$ cat src/rtl/phold_pkg.sv
// Shared definitions for the PHOLD scheduler: widths, per-core state encoding and
// the packed-bus slice helper.
package phold_pkg;

    localparam int unsigned TW_DEFAULT = 16;

    localparam logic [1:0] StIdle = 2'd0;
    localparam logic [1:0] StBusy = 2'd1;
    localparam logic [1:0] StHold = 2'd2;

    // Low bit of element idx in a bus packed as idx*width.
    function automatic int unsigned slice_lo(input int unsigned idx, input int unsigned width);
        return idx * width;
    endfunction

endpackage

$ cat src/rtl/rr_arbiter.sv
// Combinational round-robin arbiter: the first requester at or after ptr wins.
module rr_arbiter #(
    parameter int unsigned N = 4,
    localparam int unsigned IW = (N > 1) ? $clog2(N) : 1
) (
    input  logic [N-1:0]  req,
    input  logic [IW-1:0] ptr,
    output logic [N-1:0]  gnt,
    output logic [IW-1:0] idx
);

    always_comb begin
        int unsigned j;
        logic        found;
        gnt   = '0;
        idx   = '0;
        found = 1'b0;
        j     = 0;
        for (int unsigned k = 0; k < N; k++) begin
            j = (32'(ptr) + k) % N;
            if (!found && req[j]) begin
                found  = 1'b1;
                gnt[j] = 1'b1;
                idx    = IW'(j);
            end
        end
    end

endmodule

$ cat src/rtl/phold_scheduler.sv
// Dispatches queue-head events to idle phold cores, returns their generated events
// through a round-robin arbitrated port and tracks global virtual time.
module phold_scheduler
    import phold_pkg::*;
#(
    parameter int unsigned NCORE = 4,
    parameter int unsigned NIDB  = 3,
    parameter int unsigned TW    = TW_DEFAULT
) (
    input  logic                  clk,
    input  logic                  rst,
    input  logic                  enable,
    input  logic [TW-1:0]         end_time,
    input  logic                  q_valid,
    input  logic [TW-1:0]         q_time,
    input  logic [NIDB-1:0]       q_id,
    output logic                  q_pop,
    output logic [NCORE-1:0]      core_event_valid,
    output logic [NIDB-1:0]       core_event_id,
    output logic [TW-1:0]         core_event_time,
    input  logic [NCORE-1:0]      core_new_ready,
    input  logic [NCORE*TW-1:0]   core_new_time,
    input  logic [NCORE*NIDB-1:0] core_new_target,
    output logic                  out_valid,
    output logic [TW-1:0]         out_time,
    output logic [NIDB-1:0]       out_target,
    input  logic                  out_ready,
    output logic [TW-1:0]         global_time,
    output logic                  done,
    output logic                  err
);

    localparam int unsigned IW = (NCORE > 1) ? $clog2(NCORE) : 1;

    logic [1:0]      state_q       [NCORE];
    logic [1:0]      state_d       [NCORE];
    logic [TW-1:0]   cur_time_q    [NCORE];
    logic [TW-1:0]   cur_time_d    [NCORE];
    logic [TW-1:0]   hold_time_q   [NCORE];
    logic [TW-1:0]   hold_time_d   [NCORE];
    logic [NIDB-1:0] hold_target_q [NCORE];
    logic [NIDB-1:0] hold_target_d [NCORE];

    logic [IW-1:0]    rr_ptr_q, rr_ptr_d;
    logic             lock_q, lock_d;
    logic [IW-1:0]    lock_idx_q, lock_idx_d;
    logic [NCORE-1:0] ev_valid_q, ev_valid_d;
    logic [NIDB-1:0]  ev_id_q, ev_id_d;
    logic [TW-1:0]    ev_time_q, ev_time_d;
    logic [TW-1:0]    gvt_q, gvt_d;
    logic             done_q, done_d;
    logic             err_q, err_d;

    logic [NCORE-1:0] idle_vec, hold_vec;
    logic [IW-1:0]    disp_idx;
    logic             can_dispatch;
    logic [NCORE-1:0] arb_gnt, grant_oh, accept_vec;
    logic [IW-1:0]    arb_idx, grant_idx;
    logic             accept;
    logic             gvt_any;
    logic [TW-1:0]    gvt_min;
    logic             gvt_regress;
    logic             ready_err;

    always_comb begin
        idle_vec = '0;
        hold_vec = '0;
        disp_idx = '0;
        for (int i = 0; i < int'(NCORE); i++) begin
            idle_vec[i] = (state_q[i] == StIdle);
            hold_vec[i] = (state_q[i] == StHold);
        end
        // Walk downwards so the lowest idle index is the final winner.
        for (int i = int'(NCORE) - 1; i >= 0; i--) begin
            if (idle_vec[i]) disp_idx = IW'(i);
        end
    end

    assign can_dispatch = ~rst & enable & q_valid & (q_time < end_time) & (|idle_vec);
    assign q_pop        = can_dispatch;

    rr_arbiter #(
        .N(NCORE)
    ) u_rr_arbiter (
        .req(hold_vec),
        .ptr(rr_ptr_q),
        .gnt(arb_gnt),
        .idx(arb_idx)
    );

    // A stalled grant is pinned so a late HOLD core cannot steal the port.
    assign grant_idx  = lock_q ? lock_idx_q : arb_idx;
    assign grant_oh   = lock_q ? (NCORE'(1) << lock_idx_q) : arb_gnt;
    assign out_valid  = |hold_vec;
    assign out_time   = hold_time_q[grant_idx];
    assign out_target = hold_target_q[grant_idx];
    assign accept     = out_valid & out_ready;
    assign accept_vec = grant_oh & {NCORE{accept}};

    always_comb begin
        gvt_any = q_valid;
        gvt_min = q_valid ? q_time : '1;
        for (int i = 0; i < int'(NCORE); i++) begin
            if (state_q[i] != StIdle && (!gvt_any || cur_time_q[i] < gvt_min)) begin
                gvt_any = 1'b1;
                gvt_min = cur_time_q[i];
            end
        end
        gvt_regress = gvt_any & (gvt_min < gvt_q);
        gvt_d       = (gvt_any && !gvt_regress) ? gvt_min : gvt_q;
    end

    always_comb begin
        ready_err = 1'b0;
        for (int i = 0; i < int'(NCORE); i++) begin
            state_d[i]       = state_q[i];
            cur_time_d[i]    = cur_time_q[i];
            hold_time_d[i]   = hold_time_q[i];
            hold_target_d[i] = hold_target_q[i];
            if (accept_vec[i]) begin
                state_d[i] = StIdle;
            end
            if (can_dispatch && disp_idx == IW'(i)) begin
                state_d[i]    = StBusy;
                cur_time_d[i] = q_time;
            end
            if (core_new_ready[i]) begin
                if (state_q[i] == StBusy) begin
                    state_d[i]       = StHold;
                    hold_time_d[i]   = core_new_time[slice_lo(i, TW) +: TW];
                    hold_target_d[i] = core_new_target[slice_lo(i, NIDB) +: NIDB];
                end else begin
                    ready_err = 1'b1;
                end
            end
        end
    end

    always_comb begin
        rr_ptr_d   = rr_ptr_q;
        lock_d     = lock_q;
        lock_idx_d = lock_idx_q;
        if (accept) begin
            lock_d   = 1'b0;
            rr_ptr_d = (grant_idx == IW'(NCORE - 1)) ? '0 : grant_idx + IW'(1);
        end else if (out_valid) begin
            lock_d     = 1'b1;
            lock_idx_d = grant_idx;
        end
    end

    always_comb begin
        ev_valid_d = '0;
        ev_id_d    = ev_id_q;
        ev_time_d  = ev_time_q;
        if (can_dispatch) begin
            ev_valid_d[disp_idx] = 1'b1;
            ev_id_d              = q_id;
            ev_time_d            = q_time;
        end
    end

    assign done_d = (&idle_vec) & ~out_valid & (~q_valid | (q_time >= end_time));
    assign err_d  = err_q | ready_err | gvt_regress;

    always_ff @(posedge clk) begin
        if (rst) begin
            for (int i = 0; i < int'(NCORE); i++) begin
                state_q[i]       <= StIdle;
                cur_time_q[i]    <= '0;
                hold_time_q[i]   <= '0;
                hold_target_q[i] <= '0;
            end
            rr_ptr_q   <= '0;
            lock_q     <= 1'b0;
            lock_idx_q <= '0;
            ev_valid_q <= '0;
            ev_id_q    <= '0;
            ev_time_q  <= '0;
            gvt_q      <= '0;
            done_q     <= 1'b0;
            err_q      <= 1'b0;
        end else begin
            for (int i = 0; i < int'(NCORE); i++) begin
                state_q[i]       <= state_d[i];
                cur_time_q[i]    <= cur_time_d[i];
                hold_time_q[i]   <= hold_time_d[i];
                hold_target_q[i] <= hold_target_d[i];
            end
            rr_ptr_q   <= rr_ptr_d;
            lock_q     <= lock_d;
            lock_idx_q <= lock_idx_d;
            ev_valid_q <= ev_valid_d;
            ev_id_q    <= ev_id_d;
            ev_time_q  <= ev_time_d;
            gvt_q      <= gvt_d;
            done_q     <= done_d;
            err_q      <= err_d;
        end
    end

    assign core_event_valid = ev_valid_q;
    assign core_event_id    = ev_id_q;
    assign core_event_time  = ev_time_q;
    assign global_time      = gvt_q;
    assign done             = done_q;
    assign err              = err_q;

endmodule

$ cat config.mk
export PLATFORM = sky130hd
export DESIGN_NAME = phold_scheduler
export DESIGN_NICKNAME = d
export VERILOG_FILES = /design/src/rtl/phold_pkg.sv /design/src/rtl/rr_arbiter.sv /design/src/rtl/phold_scheduler.sv
export SDC_FILE = /design/constraint.sdc
export NUM_CORES = 1
export LEC_CHECK = 0
export ABC_AREA = 1
export CAP_MARGIN = 20
export CORE_ASPECT_RATIO = 1.2
export CORE_MARGIN = 5
export CORE_UTILIZATION = 45
export DETAILED_ROUTE_END_ITERATION = 8
export PLACE_DENSITY_LB_ADDON = 0.05
export SLEW_MARGIN = 20
export SYNTH_ARGS = -nofsm -noshare
export SYNTH_HDL_FRONTEND = slang
export SYNTH_SLANG_ARGS = --single-unit
$ cat constraint.sdc
create_clock -name clk -period 13.97 [get_ports clk]
set_clock_uncertainty 0.1 [all_clocks]
set_input_delay 2.794 -clock clk [delete_from_list [all_inputs] [get_ports clk]]
set_output_delay 2.794 -clock clk [all_outputs]
set_load 0.05 [all_outputs]
; Word level (Yosys, flattened, before mapping)
; Memory sizes are Yosys's and may differ from the RTL's.
; Cells that the tools add are included.
[word_totals]
n_memories = 4
ramBits = 148
word_cells = 247
out_inout_bits = 62
reg_bits = 46
input_bits = 120
[classes]
n_mux = 108
n_reduce_logical = 48
magnitude_cmp = 17
eq_ne = 20
shift = 1
addsub = 4
n_bitwise = 36
[memory_table]
columns = name, words, width, rd, rd_ports_with_merged_regs, wr, line
row1 = cur_time_q, 4, 16, 4, 0, 4, phold_scheduler.sv:37  ; logic [TW-1:0] cur_time_q [NCORE];
row2 = hold_time_q, 4, 16, 1, 0, 4, phold_scheduler.sv:39  ; logic [TW-1:0] hold_time_q [NCORE];
row3 = hold_target_q, 4, 3, 1, 0, 4, phold_scheduler.sv:41  ; logic [NIDB-1:0] hold_target_q [NCORE];
row4 = state_q, 4, 2, 4, 0, 4, phold_scheduler.sv:35  ; logic [1:0] state_q [NCORE];
[ops]
columns = operator, n
row1 = $mux 16, 25
row2 = $lt 16x16->1, 6
row3 = $mux 2, 30
row4 = $mux 3, 12
row5 = $mux 1, 27
row6 = $mux 4, 5
row7 = $or 1x1->1, 19
row8 = $logic_and 1x1->1, 17
row9 = $ge 16x16->1, 1
row10 = $lt 2x3->1 const B, 5
row11 = $eq 2x2->1 const B, 7
row12 = $or 4x4->4, 3
row13 = $reduce_and 3->1, 4
row14 = $demux 1 s2, 5
row15 = $eq 2x1->1 const B, 5
row16 = $ge 2x1->1 const B, 5
row17 = $logic_not 2->1, 5
row18 = $and 1x1->1, 8
row19 = $bmux 1 s2, 4
row20 = $logic_not 1->1, 8
row21 = $ne 2x2->1 const B, 4
row22 = $reduce_bool 2->1, 4
row23 = $reduce_or 4->1, 2
row24 = $not 1->1, 5
row25 = other kinds (9), 18

; Depth between registers and ports, before layout
[logic_depth]
ltp_word = 21
ltp_mapped = 78
mapped_depth_nobuf = 69

; Modules after synthesis
; Synthesis repeated with hierarchy kept, for this count alone.
[hier_totals]
hier_cells = 1515
area_unflattened_um2 = 11263.3
[by_module_without_submodules]
columns = mod, n_inst, cells_per_inst, area_each_um2, seq_area_each_um2
row1 = phold_scheduler, 1, 1433, 10747.8, 4644.5
row2 = rr_arbiter, 1, 82, 515.5, 0.0

; Worst setup path after synthesis
; OpenSTA, ideal clock, no wires.
[synth_timing]
path_kind = in2reg
from = in q_valid
to = reg gvt_q[10] (netlist: global_time[10])
path_slack_ps = 3340
path_buffers = 9
t_required_ps = 13757
setup_time_ps = 113
arrival_time_ps = 10418
path_stages = 62
path_cell_list = buf_6 inv_1 clkbuf_1 nor2_1 ha_1 a21oi_1 nor2_1 a211oi_1 nand2_1 nand2_1 nand2_1 nand2_2 nand2_2 buf_6 clkbuf_1 o21ai_0 ha_1 a21oi_1 [... 26 more ...] a211oi_1 o221a_2 nand2_1 nand2_2 nand2_2 buf_2 o21ai_0 ha_1 a21oi_1 nor2_1 a211oi_1 o221a_2 nand2_2 nand2_4 buf_6 nand2_1 nand2_1 nor2_1
[synth_between]
elab_chain_len = 21
elab_cells_between_ends = 29
classes_between = order compare: 5 / mux: 9 / bitwise: 1 / reduce/logical: 14
[synth_lines]
columns = item, line
row1 = start: declaration, phold_scheduler.sv:14  ; input logic q_valid,
row2 = $mux 16, phold_scheduler.sv:102  ; gvt_min = q_valid ? q_time : '1;
row3 = $lt 16x16->1, phold_scheduler.sv:104  ; if (state_q[i] != StIdle && (!gvt_any || cur_time_q[i] < gvt_min)) begin
row4 = $logic_or 1x1->1, phold_scheduler.sv:104
row5 = $logic_and 1x1->1, phold_scheduler.sv:104
row6 = $mux 16 or $mux 1 (tied branches), phold_scheduler.sv:104
row7 = $lt 16x16->1 or $logic_not 1->1 (tied branches), phold_scheduler.sv:104
row8 = $logic_or 1x1->1, phold_scheduler.sv:104
row9 = $logic_and 1x1->1, phold_scheduler.sv:104
row10 = [... 6 more ...], --
row11 = $logic_or 1x1->1, phold_scheduler.sv:104
row12 = $logic_and 1x1->1, phold_scheduler.sv:104
row13 = $mux 16 (*), phold_scheduler.sv:104
row14 = net gvt_min[9], phold_scheduler.sv:61  ; logic [TW-1:0] gvt_min;
row15 = $lt 16x16->1 (*), phold_scheduler.sv:109  ; gvt_regress = gvt_any & (gvt_min < gvt_q);
row16 = $and 1x1->1 (*), phold_scheduler.sv:109
row17 = $logic_not 1->1 (*), phold_scheduler.sv:110  ; gvt_d = (gvt_any && !gvt_regress) ? gvt_min : gvt_q;
row18 = $logic_and 1x1->1 (*), phold_scheduler.sv:110
row19 = end signal: assignment, phold_scheduler.sv:196  ; gvt_q <= gvt_d;
row20 = end: declaration, phold_scheduler.sv:50  ; logic [TW-1:0] gvt_q, gvt_d;
; The timed path passes the listed nets; every way through them passes the cells marked *.
; A chain may end at the register's enable or synchronous reset.

; Worst setup path after layout
[layout_timing]
from = in q_valid
to = reg gvt_q[3] (netlist: global_time[3])
; The elaborated chain is that of the path after synthesis.

==> impl_metrics.toml <==
[critical_path]
end_kind = "register"
cp_slowest_cell = "clkdlybuf4s50_1"
setup.worst_path.start_class = "input port"
worst-path-max-fanout = 31
crit_buf_inv = 5
rr_startpoint = "cur_time_q[0][5]$_SDFFE_PP0P_"
arrival_ns = 12.59
cp.required_ns = 14.20
crit_cells = 54
crit_top_cell = "nand2_1"
ff2ff_setup_slack_ns = 4.78
cp-startpoint = "q_valid"
crit_type = "in2reg"
crit_end = "global_time[3]$_SDFFE_PP0P_"
reg2reg_to = "global_time[3]$_SDFFE_PP0P_"
reg2reg_depth = 51
slowest_delay_ns = 0.70
crit_family = "compound AO/OA/AOI/OAI gates"

[timing]
rsz0062_at_grt = "no"
relSlewSlack_pct = 31.5
slew_viol_final = 0
clock.fmax_ghz = 0.0809
setup_viol = 0
holdWs_ns = 0.366
finalCriticalPeriod_ns = 12.37
hold_viol = 0
min_period_over_period_pct = 88.5
worst_slew_pin_slew_ns = 1.03
timing.setup.tns_ns = 0
worst_slack_ns = 1.60

[clock_network]
cts_tree = "done"
cts_buffers = 17
cts_hold_buf = 0
postCtsSetupRepairBufs = 0
cts.repair.resized = 0
htree_levels = 4
clk_path_buf_depth = 2
clock-root-buffer = "clkbuf_16"
worstSkewPairLatency_ns = 0.44
clock-sinks = 194
clkTransAtPathRegs_ns = 0.07

[global_routing]
grt_pass1_vias = 9500
antenna_found_initial = 0
grt_usage_pct = 21.0
grt_max_degree = 85
grt.overflow.total = 0
grt_pass1_wl_um = 48000

[yosys]
ys_seq_elements = 194
synth_area_sq_um = 11100
avgSynthCellArea_sq_um = 7.42
ys_seq_area_share_pct = 41.9
synth_area_leaders = "dfxtp_1 21%, edfxtp_1 21%, nand2_1 11%, ha_1 10%, nor2_1 7.6%"
synth_top_area_cell = "dfxtp_1"
yosysWarnings = 0
synth_cell_types = 37
synth_compound_area_share_pct = 14.5
yosys.area_share.simple_pct = 23.4
synth_mux_area_share_pct = 0
synth_top_area_share_pct = 21.3
synth_adder_area_share_pct = 10.4
synth_top_family_by_area = "simple AND/OR/NAND/NOR gates"
postSynthCellCount = 1495
synthesis.nets = 1707
synth_xor_area_share_pct = 0.0790

[hold_path]
min_path_type = "reg2reg"
hold_depth = 2
hp-start = "core_event_time[4]$_SDFFE_PP0P_"

[drt]
post_drt_via_cell_ratio = 5.01
drtIter0Drc = 424
first_pass_iters = 5
finalWirelength_um = 30000
drc = 0
via_count = 9908
wl_per_cell_um = 15.2
antenna_left = 0

[die]
die_y_um = 182
die-width_um = 153
ioPinCount = 182
coreArea_sq_um = 24500
die-area_sq_um = 27900
rows = 63
initial_core_util_pct = 45.2

[final_layout]
fin_cells = 1977
nets = 1851
post_route_cells_drive_above_1_share_pct = 4.36
area_growth_pct = 23.4
num_antenna_cells = 0
fill_cells = 2376

[placement]
port_buffers = 181
place_hpwl_um = 21800
numPlacedInstances = 1944
place.gp.congestion = 0.879
dpl_worst_slack_ns = 1.18

[flow_run]
cap_violations = 0

[run_status]
status = "complete, no violations"

[pwr]
p_leak_nw = 6.32
p_total_mw = 1.45
power_density_nw_per_um2 = 106
ir_drop_mv = 0.0826
[worst min path at each step]
stage	slack, ns	to
finish	0.37	core_event_time[4]$_SDFFE_PP0P_
global route	0.39	core_event_id[1]$_SDFFE_PP0P_
CTS	0.37	core_event_time[8]$_SDFFE_PP0P_
detailed placement	0.35	core_event_time[8]$_SDFFE_PP0P_
global placement	0.35	core_event_id[1]$_SDFFE_PP0P_
floorplan	0.34	cur_time_q[3][11]$_SDFFE_PP0P_
[layer usage]
metal	GRT usage, %	share of wire [%]	vias up
met3	3.12	3.3	24
li1	-	-	5145
met1	25.0	43	4564
met4	4.31	1.2	0
met5	0	0	-
met2	40.1	53	175
[layout by cell type, fill, tap and decap left out, types with 2 or more instances in the layout]
| master | count |
|---|---|
| clkbuf_16 | 17 |
| nand2_4 | 3 |
| o21ai_0 | 120 |
| buf_4 | 8 |
| clkinv_4 | 3 |
| a32oi_1 | 19 |
| nor3_2 | 2 |
| inv_2 | 6 |
| a21oi_1 | 114 |
| nand4_1 | 7 |
| a211oi_1 | 12 |
| nor2_1 | 224 |
| nand3b_1 | 2 |
| edfxtp_1 | 76 |
| inv_8 | 6 |
| inv_6 | 3 |
| o221a_2 | 3 |
| nor4_1 | 2 |
| nor3_1 | 7 |
| nand3_1 | 50 |
| nand2_1 | 333 |
| o211ai_1 | 3 |
| ha_1 | 92 |
| o21bai_1 | 3 |
| inv_1 | 204 |
| nand3_2 | 2 |
| nand2_2 | 13 |
| a221oi_1 | 4 |
| o21ai_2 | 2 |
| dfxtp_1 | 118 |
| a31oi_1 | 2 |
| clkdlybuf4s50_1 | 181 |
[cell usage after synthesis (all sizes together)]
cell	count
a211oi	12
o221a	3
o221ai	1
a21oi	114
xor2	1
clkbuf	51
nand3	52
o21a	1
a2111oi	1
inv	210
o211ai	3
nor3	9
nand2	349
nand4	7
a32oi	19
a22oi	1
or2	1
nor2	224
edfxtp	76
dfxtp	118
nand3b	2
a31oi	2
o21bai	3
o21ai	122
nor4	2
o31ai	1
buf	14
a221oi	4
ha	92
[worst min-delay path, delay by kind of cell (launching register included)]
kind / cells / cell delay [ns]
flip-flops: 1 / 0.31
AO/OA/AOI/OAI: 1 / 0.06
AND/OR/NAND/NOR: 1 / 0.06
[layout make-up]
class	instances	area (sq um)	area share (%)
Multi-Input combinational cell	1026	5380	39.3
Sequential cell	194	4640	33.9
Timing Repair Buffer	190	1880	13.8
Inverter	210	788	5.76
Clock buffer	18	429	3.14
Tap cell	325	407	2.97
Clock inverter	14	153	1.12
[registers in the layout (all words and copies together) (netlist names)]
| name | cells |
|---|---|
| core_event_id | 3 |
| core_event_time | 16 |
| core_event_valid | 4 |
| cur_time_q | 64 |
| done | 1 |
| err | 1 |
| global_time | 16 |
| hold_target_q | 12 |
| hold_time_q | 64 |
| lock_idx_q | 2 |
| lock_q | 1 |
| rr_ptr_q | 2 |
| state_q | 8 |
[report_power, final]
| group | internal [mW] | switching (mW) | leakage [nW] |
|---|---|---|---|
| clock network | 0.242 | 0.247 | 0.287 |
| logic | 0.123 | 0.212 | 4.29 |
| registers | 0.610 | 0.0112 | 1.74 |
[logic make-up (layout without fill, tap and decap cells)]
kind of cell	count (synthesis)	in the layout
simple gates	646	646
fa+ha+maj	92	92
xor+xnor	1	1
compound gates	287	287
buf+inv	275	432
flops	194	194
[stage by stage]
step	utilization [%]	instance area, sq um
after floorplan	-	11100
final	55.8	13700
after detailed placement	53.4	13100
after CTS	55.8	13700
after global placement	53.4	13100
after global routing	55.8	13700
(Power assumes the default switching activity.)
